**src/rtl/otter_iobus_responder.sv**
```systemverilog
// OTTER IOBUS responder: switch input, LED output and a prescaled 32-bit compare timer with interrupt.
// Optional build macro OTTER_IO_RDREG_EN registers IOBUS_IN (one cycle read latency).
module otter_iobus_responder #(
    parameter logic [31:0] BASE_ADDR = 32'h1100_0000,
    parameter int unsigned LED_W     = 16,
    parameter int unsigned SW_W      = 16
) (
    input  logic             CLK,
    input  logic             RESET,
    input  logic [31:0]      IOBUS_ADDR,
    input  logic [31:0]      IOBUS_OUT,
    input  logic             IOBUS_WR,
    output logic [31:0]      IOBUS_IN,
    input  logic [SW_W-1:0]  SWITCHES,
    output logic [LED_W-1:0] LEDS,
    output logic             INTR
);

    localparam logic [5:0] OFF_SW    = 6'h00;
    localparam logic [5:0] OFF_LED   = 6'h01;
    localparam logic [5:0] OFF_CTRL  = 6'h02;
    localparam logic [5:0] OFF_PRESC = 6'h03;
    localparam logic [5:0] OFF_CMP   = 6'h04;
    localparam logic [5:0] OFF_COUNT = 6'h05;
    localparam logic [5:0] OFF_STAT  = 6'h06;

    logic [SW_W-1:0]  sw_meta_q, sw_sync_q;
    logic [LED_W-1:0] led_q, led_d;
    logic             en_q, en_d;
    logic             auto_q, auto_d;
    logic             ie_q, ie_d;
    logic [15:0]      presc_q, presc_d;
    logic [31:0]      cmp_q, cmp_d;
    logic [31:0]      count_q, count_d;
    logic [15:0]      pre_cnt_q, pre_cnt_d;
    logic             pend_q, pend_d;
    logic [31:0]      rdata;

    logic       hit;
    logic [5:0] sel;
    logic       wr_en;
    logic       tick;
    logic       match;
    logic       unused_addr_lsbs;

    assign hit              = (IOBUS_ADDR[31:8] == BASE_ADDR[31:8]);
    assign sel              = IOBUS_ADDR[7:2];
    assign wr_en            = IOBUS_WR & hit;
    assign tick             = en_q && (pre_cnt_q == presc_q);
    assign match            = tick && (count_q == cmp_q);
    assign unused_addr_lsbs = ^IOBUS_ADDR[1:0];

    // Two-flop synchroniser for the asynchronous board switches.
    always_ff @(posedge CLK or posedge RESET) begin
        if (RESET) begin
            sw_meta_q <= '0;
            sw_sync_q <= '0;
        end else begin
            sw_meta_q <= SWITCHES;
            sw_sync_q <= sw_meta_q;
        end
    end

    // NOTE: every signal gets its hold value first, so no path through this block infers a latch.
    always_comb begin
        led_d     = led_q;
        en_d      = en_q;
        auto_d    = auto_q;
        ie_d      = ie_q;
        presc_d   = presc_q;
        cmp_d     = cmp_q;
        count_d   = count_q;
        pre_cnt_d = pre_cnt_q;
        pend_d    = pend_q;

        if (!en_q || tick) begin
            pre_cnt_d = '0;
        end else begin
            pre_cnt_d = pre_cnt_q + 16'd1;
        end

        if (tick) begin
            if (count_q == cmp_q) begin
                if (auto_q) begin
                    count_d = '0;
                end else begin
                    en_d = 1'b0;
                end
            end else begin
                count_d = count_q + 32'd1;
            end
        end

        // Clear first so a same-cycle compare event still leaves PEND set.
        if (wr_en && sel == OFF_STAT && IOBUS_OUT[0]) begin
            pend_d = 1'b0;
        end
        if (match) begin
            pend_d = 1'b1;
        end

        if (wr_en) begin
            case (sel)
                OFF_LED:   led_d = IOBUS_OUT[LED_W-1:0];
                OFF_CTRL: begin
                    en_d   = IOBUS_OUT[0];
                    auto_d = IOBUS_OUT[1];
                    ie_d   = IOBUS_OUT[2];
                    if (!IOBUS_OUT[0]) begin
                        pre_cnt_d = '0;
                    end
                end
                OFF_PRESC: presc_d = IOBUS_OUT[15:0];
                OFF_CMP:   cmp_d   = IOBUS_OUT;
                OFF_COUNT: begin
                    count_d   = IOBUS_OUT;
                    pre_cnt_d = '0;
                end
                default: ;
            endcase
        end
    end

    // NOTE: sequential state is updated only with non-blocking assignments.
    always_ff @(posedge CLK or posedge RESET) begin
        if (RESET) begin
            led_q     <= '0;
            en_q      <= 1'b0;
            auto_q    <= 1'b0;
            ie_q      <= 1'b0;
            presc_q   <= '0;
            cmp_q     <= '0;
            count_q   <= '0;
            pre_cnt_q <= '0;
            pend_q    <= 1'b0;
        end else begin
            led_q     <= led_d;
            en_q      <= en_d;
            auto_q    <= auto_d;
            ie_q      <= ie_d;
            presc_q   <= presc_d;
            cmp_q     <= cmp_d;
            count_q   <= count_d;
            pre_cnt_q <= pre_cnt_d;
            pend_q    <= pend_d;
        end
    end

    always_comb begin
        rdata = '0;
        if (hit) begin
            case (sel)
                OFF_SW:    rdata[SW_W-1:0]  = sw_sync_q;
                OFF_LED:   rdata[LED_W-1:0] = led_q;
                OFF_CTRL:  rdata[2:0]       = {ie_q, auto_q, en_q};
                OFF_PRESC: rdata[15:0]      = presc_q;
                OFF_CMP:   rdata            = cmp_q;
                OFF_COUNT: rdata            = count_q;
                OFF_STAT:  rdata[0]         = pend_q;
                default: ;
            endcase
        end
    end

`ifdef OTTER_IO_RDREG_EN
    logic [31:0] rdata_q;

    always_ff @(posedge CLK or posedge RESET) begin
        if (RESET) begin
            rdata_q <= '0;
        end else begin
            rdata_q <= rdata;
        end
    end

    assign IOBUS_IN = rdata_q;
`else
    assign IOBUS_IN = rdata;
`endif

    assign LEDS = led_q;
    assign INTR = pend_q & ie_q;

endmodule

```
**config.mk**
```make
export PLATFORM = sky130hd
export DESIGN_NAME = otter_iobus_responder
export DESIGN_NICKNAME = d
export VERILOG_FILES = /design/src/rtl/otter_iobus_responder.sv
export SDC_FILE = /design/constraint.sdc
export NUM_CORES = 1
export LEC_CHECK = 0
export CAP_MARGIN = 20
export CORE_AREA = 4 4 136 138
export DETAILED_ROUTE_END_ITERATION = 8
export DIE_AREA = 0 0 140 142
export GPL_ROUTABILITY_DRIVEN = 1
export PLACE_DENSITY = 0.69
export SYNTH_ARGS = -nofsm -noshare
export SYNTH_HDL_FRONTEND = slang
export SYNTH_SLANG_ARGS = --single-unit
export TNS_END_PERCENT = 20
```
**constraint.sdc**
```tcl
create_clock -name CLK -period 7.15 [get_ports CLK]
set_input_delay 1.43 -clock CLK [delete_from_list [all_inputs] [get_ports CLK]]
set_output_delay 1.43 -clock CLK [all_outputs]
set_load 0.02 [all_outputs]
```
After elaboration in Yosys (flattened, before gate mapping)
Cells that the tools add are included.
Word-level totals
  register bits after elaboration: 148
  input bits: 83
  logic and storage cells: 57
  output and inout bits: 49
Operators by class
  bitwise operators: 2
  reduce and logical (&&, ||, !) cells: 12
  muxes and demuxes: 21
  add/subtract/negate cells: 2
  eq/ne operators: 9
Operators with widths (number)
  $mux 32: 6
  $pmux 13 s5: 1
  $pmux 16 s2: 2
  $mux 16: 3
  $add 32x1->32 const B: 1
  $eq 32x32->1: 1
  $eq 24x21->1 const B: 1
  $eq 6x3->1 const B: 3
  $add 16x1->16 const B: 1
  $eq 16x16->1: 1
  $eq 6x2->1 const B: 2
  $pmux 2 s6: 1
  $reduce_and 2->1: 4
  $mux 1: 7
  $pmux 1 s7: 1
  $eq 6x1->1 const B: 1
  $logic_not 6->1: 1
  $logic_and 1x1->1: 4
  $and 1x1->1: 2
  $reduce_bool 2->1: 1
  $logic_not 1->1: 1
  $logic_or 1x1->1: 1

Depth between registers and ports, before layout
Gate-level depths: netlist (run 1).
  word-level depth: 7
  depth in mapped cells: 11

Least setup slack after synthesis (run 1)
No wires, ideal clock.
  kind: input -> output
  start point: input IOBUS_ADDR[5]
  end point: output IOBUS_IN[10]
  data arrival time: 3.086 ns
  setup slack: 2.634 ns
  stages: 6
  cells stage by stage: nor3_1 > nand2b_1 > nor3_1 > clkbuf_1 > nand2_1 > a31oi_1
Between the ends
  cells in the longest elaborated chain, start to end: 3
RTL lines
  start: declaration: line 10  | input logic [31:0] IOBUS_ADDR,
  $eq 6x3->1, or another cell as far along: line 152  | case (sel)
  $pmux 13 s5 *: line 152
  $mux 32 *: line 151  | if (hit) begin
  end: declaration: line 13  | output logic [31:0] IOBUS_IN,
Every way passes the cells marked *; elsewhere a longest branch is shown, timed or not.

Worst setup path after layout (run 1)
  start point: input IOBUS_ADDR[5]
  end point: output IOBUS_IN[1]
Between the ends
  cells in the longest elaborated chain, start to end: 3
RTL lines (line)
  $eq 6x3->1, or another cell as far along: 152
  $pmux 2 s6 *: 152
  $mux 32 *: 151
Marks and branches as above.

==> results.json, run 1 <==
{
  "ys_ff_latch": 148,
  "drv_slew": 0,
  "drv_cap": 0,
  "cts_hold_buf": 0,
  "grt_first_pass_wirelength_mm": 33.1,
  "maxSlewHeadroom_pct": 34.5,
  "peakVddDrop_v": 0.000179,
  "fmaxAchievable_mhz": 171,
  "post_cts_buffers": 0,
  "placed_area_sq_um": 9090,
  "core_area_sq_um": 17200,
  "wl_mm": 20.8,
  "clkPwrFrac_pct": 47.2,
  "yosys.area.top_type": "dfrtp_1",
  "antennaDiodeCount": 0,
  "clock_latency_ps": 420,
  "grtUsageTotal_pct": 21.1,
  "crit_slowest_cell": "nor4b_4",
  "dp_cells": 1064,
  "seqPwrFrac_pct": 47.6,
  "num-fill-cells": 1538,
  "fin_nets": 943,
  "port_buffers": 129,
  "synth_nets": 834,
  "drive_gt1_share_pct": 14.4,
  "min_path_type": "reg -> reg",
  "grt_overflow": 0,
  "grt_start_max_net_pins": 94,
  "layout_min_cycle_time_ps": 5860,
  "start_kind": "input pin",
  "cts_tree": "built",
  "num_rows": 48,
  "cp_max_fo": 17,
  "clockBufferDepth": 2,
  "die_area_sq_um": 19900,
  "first_iter_violations": 557,
  "seq_area_frac_synth_pct": 48.5,
  "io_pins": 132,
  "skew_ps": 7.88,
  "start_util_pct": 44.4,
  "critPathMaxStageDelay_ps": 860,
  "clk_pin_slew_ps": 60,
  "synthTopCellsByArea": "dfrtp_1 (49%), mux2_2 (9.9%), a22oi_1 (4.9%), xor2_1 (4.8%), nor2_1 (3.4%)",
  "crit_path_end_kind": "output port",
  "synth_cell_type_count": 53,
  "htree_levels": 4,
  "fin_cells": 1096,
  "die_x_um": 140,
  "post-route-period-util_pct": 82.0,
  "numCtsBuffers": 17,
  "via_per_inst": 5.73,
  "p_int_mw": 1.39,
  "final-setup-viol-count": 0,
  "critPathRequiredTime_ps": 5720,
  "dr.pass1.iters": 8,
  "gp_congestion": 0.915,
  "synthCells": 749,
  "drc": 0,
  "most-common-layout-cells": "dfrtp_1 (148), clkdlybuf4s50_1 (129), nor2_1 (69)",
  "antenna_left": 0,
  "swShare_pct": 23.4,
  "rsz0062_at_grt": "false",
  "pre_cts_ws_ps": 1260,
  "fp.dieH_um": 142,
  "final_area_sq_um": 9660,
  "total_leakage_power_nw": 3.97,
  "synthArstFlopShare_pct": 100,
  "antenna_found_initial": 0,
  "synth.cell_area_sq_um": 7630,
  "dp_hpwl_mm": 14.8,
  "synth_top_area_share_pct": 48.5,
  "wl_per_cell_um": 19.0,
  "cts_resized": 0,
  "pwr-share-comb_pct": 5.2,
  "yosysWarnings": 0,
  "cp_cell_sequence": "clkdlybuf4s50_1 > or3_1 > nor4b_4 > buf_4 > a21oi_1 > a21oi_1 > clkdlybuf4s50_1",
  "area_delta_synth_final_pct": 26.7,
  "finalHoldViolCount": 0,
  "netSwitchingPower_uw": 426,
  "critPathKind": "in -> out",
  "arrival_ps": 4430,
  "cts_sinks": 148,
  "grt_pass1_vias": 6079,
  "status": "completed",
  "synthFlopType": "dfrtp_1",
  "worst_pin_slew_ps": 980,
  "final_common_cell": "dfrtp_1",
  "clockRootBuffer": "clkbuf_16",
  "powerDensity_nw_per_um2": 188,
  "finalSetupTns_ps": 0,
  "synth_area_per_cell_sq_um": 10.2,
  "synth_edf_count": 0,
  "fin_ws_ps": 1290,
  "vias": 6284
}
[Yosys cell counts, types with 2 or more instances]
| cell | n |
|---|---|
| a31oi_1 | 15 |
| o211ai_1 | 6 |
| and2_1 | 4 |
| nand3_1 | 35 |
| inv_1 | 9 |
| xor2_1 | 42 |
| nand2_1 | 60 |
| a21oi_1 | 11 |
| a21o_1 | 2 |
| clkbuf_1 | 30 |
| nor3b_1 | 4 |
| nor4_4 | 2 |
| nor2_1 | 69 |
| mux2i_1 | 2 |
| nor4b_1 | 3 |
| a32oi_1 | 3 |
| a221oi_1 | 4 |
| a211o_1 | 2 |
| nor3_1 | 16 |
| xnor2_1 | 25 |
| dfrtp_1 | 148 |
| nor4_1 | 21 |
| nand3b_1 | 4 |
| a211oi_1 | 3 |
| and3_1 | 13 |
| or2_2 | 3 |
| or3_1 | 10 |
| a22oi_1 | 50 |
| o21ai_0 | 25 |
| nand2b_1 | 2 |
| nand4_1 | 19 |
| clkbuf_2 | 3 |
| mux2_2 | 67 |
| ha_1 | 2 |
| buf_2 | 17 |
[metal layers]
metal	vias to the layer above	wire length, um	GRT usage, %
met3	31	1590	5.78
li1	2932	-	-
met1	3064	9390	29.7
met4	0	438	6.32
met2	257	9370	32.4
met5	-	0	0
[cells by family after synthesis]
kind of cell,Yosys count,synth area share [%]
AO/OA/AOI/OAI,129,11.6
XOR/XNOR,67,7.69
adder cells (fa/ha/maj),2,0.328
buffers and inverters,62,3.43
flip-flops,148,48.5
multiplexers,70,10.3
AND/OR/NAND/NOR,271,18.1
[worst max-delay path, delay by kind of cell]
| family | cells | cell delay (ps) |
|---|---|---|
| buffers and inverters | 3 | 1440 |
| AO/OA/AOI/OAI | 2 | 250 |
| AND/OR/NAND/NOR | 2 | 1300 |
[per-stage QoR]
stage               hold WS [ps]  utilization, %  total power, mW
floorplan                    331               -            0.908
global placement             331            52.9            0.974
detailed placement           336            52.9            0.975
CTS                          348            56.3             1.83
global route                 352            56.3             1.88
finish                       344            56.3             1.82
[state kept, by name, indices dropped and copies added, names as in the netlist]
name	flops
LEDS	16
cmp_q	32
auto_q	1
pend_q	1
sw_meta_q	16
sw_sync_q	16
ie_q	1
count_q	32
pre_cnt_q	16
presc_q	16
en_q	1
[layout make-up]
class / instances / area [sq um] / share of cell area (%)
flip-flops and latches: 148 / 3700 / 38.3
multi-input cells: 539 / 3680 / 38.1
repair buffers: 142 / 1390 / 14.4
clock buffers: 18 / 439 / 4.55
well taps: 225 / 282 / 2.91
clock inverters: 14 / 129 / 1.33
inverters: 10 / 42.5 / 0.440
[worst paths after layout]
check | to | cells past startpoint | startpoint | slack, ps
worst min-delay path | sw_sync_q[5] | 0 | sw_meta_q[5] | 340
worst max register to register | count_q[18] | 8 | count_q[14] | 3830
worst max-delay path | IOBUS_IN[1] | 7 | IOBUS_ADDR[5] | 1290
min in group asynchronous | sw_meta_q[5] | 2 | RESET | 1530
max in group asynchronous | count_q[17] | 3 | RESET | 4390
worst min register to register | sw_sync_q[5] | 0 | sw_meta_q[5] | 340
[power groups by stage]
stage,clock network (mW),registers [mW],logic (mW)
floorplan,0,0.875,0.0333
global placement,0,0.878,0.0951
detailed placement,0,0.879,0.0957
CTS,0.869,0.864,0.0959
global route,0.909,0.865,0.104
finish,0.858,0.864,0.0943
No activity file was read; power rests on OpenSTA's default activity.
==> run 2: changes to the inputs <==
Clock period 7.15 ns to 5.71 ns, I/O delays scaled along.
==> results.json, run 2 (same netlist as run 1, synthesis figures left out) <==
{
  "antennaDiodeCount": 0,
  "antenna_found_initial": 0,
  "worst_pin_slew_ps": 1010,
  "clockBufferDepth": 2,
  "numCtsBuffers": 17,
  "start_util_pct": 44.4,
  "finalHoldViolCount": 0,
  "vias": 6220,
  "drive_gt1_share_pct": 14.2,
  "die_x_um": 140,
  "cp_max_fo": 13,
  "grt_first_pass_wirelength_mm": 34.0,
  "fin_cells": 1096,
  "grtUsageTotal_pct": 21.6,
  "critPathRequiredTime_ps": 4570,
  "grt_pass1_vias": 6345,
  "htree_levels": 4,
  "clk_pin_slew_ps": 50,
  "total_leakage_power_nw": 4.02,
  "drc": 0,
  "placed_area_sq_um": 9090,
  "power.total_mw": 2.37,
  "die_area_sq_um": 19900,
  "min_path_type": "reg -> reg",
  "crit_path_end_kind": "output port",
  "io_pins": 132,
  "multi_input_area_sq_um": 3680,
  "final_common_cell": "dfrtp_1",
  "critPathKind": "in -> out",
  "finalSetupTns_ps": 0,
  "core_area_sq_um": 17200,
  "most-common-layout-cells": "dfrtp_1 (148), clkdlybuf4s50_1 (129), nor2_1 (69)",
  "post_cts_buffers": 0,
  "antenna_left": 0,
  "wl_per_cell_um": 19.4,
  "fmaxAchievable_mhz": 196,
  "num_rows": 48,
  "powerDensity_nw_per_um2": 244,
  "start_kind": "input pin",
  "fin_ws_ps": 601,
  "pre_cts_ws_ps": 603,
  "clockRootBuffer": "clkbuf_16",
  "rsz0062_at_grt": "false",
  "num-fill-cells": 1503,
  "fin_nets": 944,
  "status": "completed",
  "regArea_sq_um": 3700,
  "fp.dieH_um": 142,
  "final-setup-viol-count": 0,
  "reg_top3": "cmp_q (32), count_q (32)",
  "cts_hold_buf": 0,
  "via_per_inst": 5.68,
  "gp_congestion": 0.920,
  "dr.pass1.iters": 5,
  "maxSlewHeadroom_pct": 32.7,
  "skew_ps": 6.75,
  "post-route-period-util_pct": 89.5,
  "cts_sinks": 148,
  "clock_latency_ps": 420,
  "final_area_sq_um": 9730,
  "cts_tree": "built",
  "drv_cap": 0,
  "layout_min_cycle_time_ps": 5110,
  "wl_mm": 21.2,
  "area_delta_synth_final_pct": 27.6,
  "dp_cells": 1064,
  "peakVddDrop_v": 0.000209,
  "arrival_ps": 3970,
  "port_buffers": 129,
  "drv_slew": 0,
  "cts_resized": 0,
  "dp_hpwl_mm": 14.8,
  "grt_overflow": 0,
  "first_iter_violations": 442,
  "grt_start_max_net_pins": 117
}
## run 2: cell types whose count changed in the layout (fill, tap and decap cells not counted)
cell	change
clkbuf_1	+1
clkinvlp_4	-3
clkinv_2	+1
buf_16	+1
bufinv_16	+3
inv_6	-2
clkbuf_8	-1
## run 2: per-layer routing
layer  track usage (%)  part of all wire [%]
met1              29.8                    44
met2              34.2                    46
met3              5.04                   7.4
met4              6.58                   1.9
met5                 0                     0
## run 2: metrics by stage
stage / util [%] / hold WS [ps]
2_1_floorplan: - / 331
6_report: 56.7 / 346
3_5_place_dp: 52.9 / 335
5_1_grt: 56.7 / 352
3_3_place_gp: 52.9 / 331
4_1_cts: 56.5 / 348
## run 2: final cells by class
| cell class | instances | share of cell area, % |
|---|---|---|
| inverters | 10 | 0.437 |
| clock buffers | 18 | 4.41 |
| repair buffers | 143 | 14.6 |
| flip-flops and latches | 148 | 38.0 |
| clock inverters | 13 | 1.89 |
| well taps | 225 | 2.89 |
| multi-input cells | 539 | 37.8 |
## run 2: power by group
part,internal (mW),switching (mW),total [mW]
clock,0.728,0.439,1.17
combinational,0.0637,0.0579,0.122
sequential,1.07,0.0153,1.08
## run 2: worst paths after layout
check	start	to	slack, ps	cells after the start
worst max-delay path	IOBUS_ADDR[27]	IOBUS_IN[6]	600	7
worst min-delay path	sw_meta_q[11]	sw_sync_q[11]	350	0
worst max register to register	presc_q[2]	count_q[31]	2890	7
worst min register to register	sw_meta_q[11]	sw_sync_q[11]	350	0
max in group asynchronous	RESET	count_q[19]	3940	3
min in group asynchronous	RESET	sw_meta_q[3]	1030	2
## run 2: critical path: stages
cell and delay [ps]:
clkdlybuf4s50_1 390, nor4b_1 360, nand4_1 150, nor2_1 210, nand3_1 560, a31oi_1 460
clkdlybuf4s50_1 670
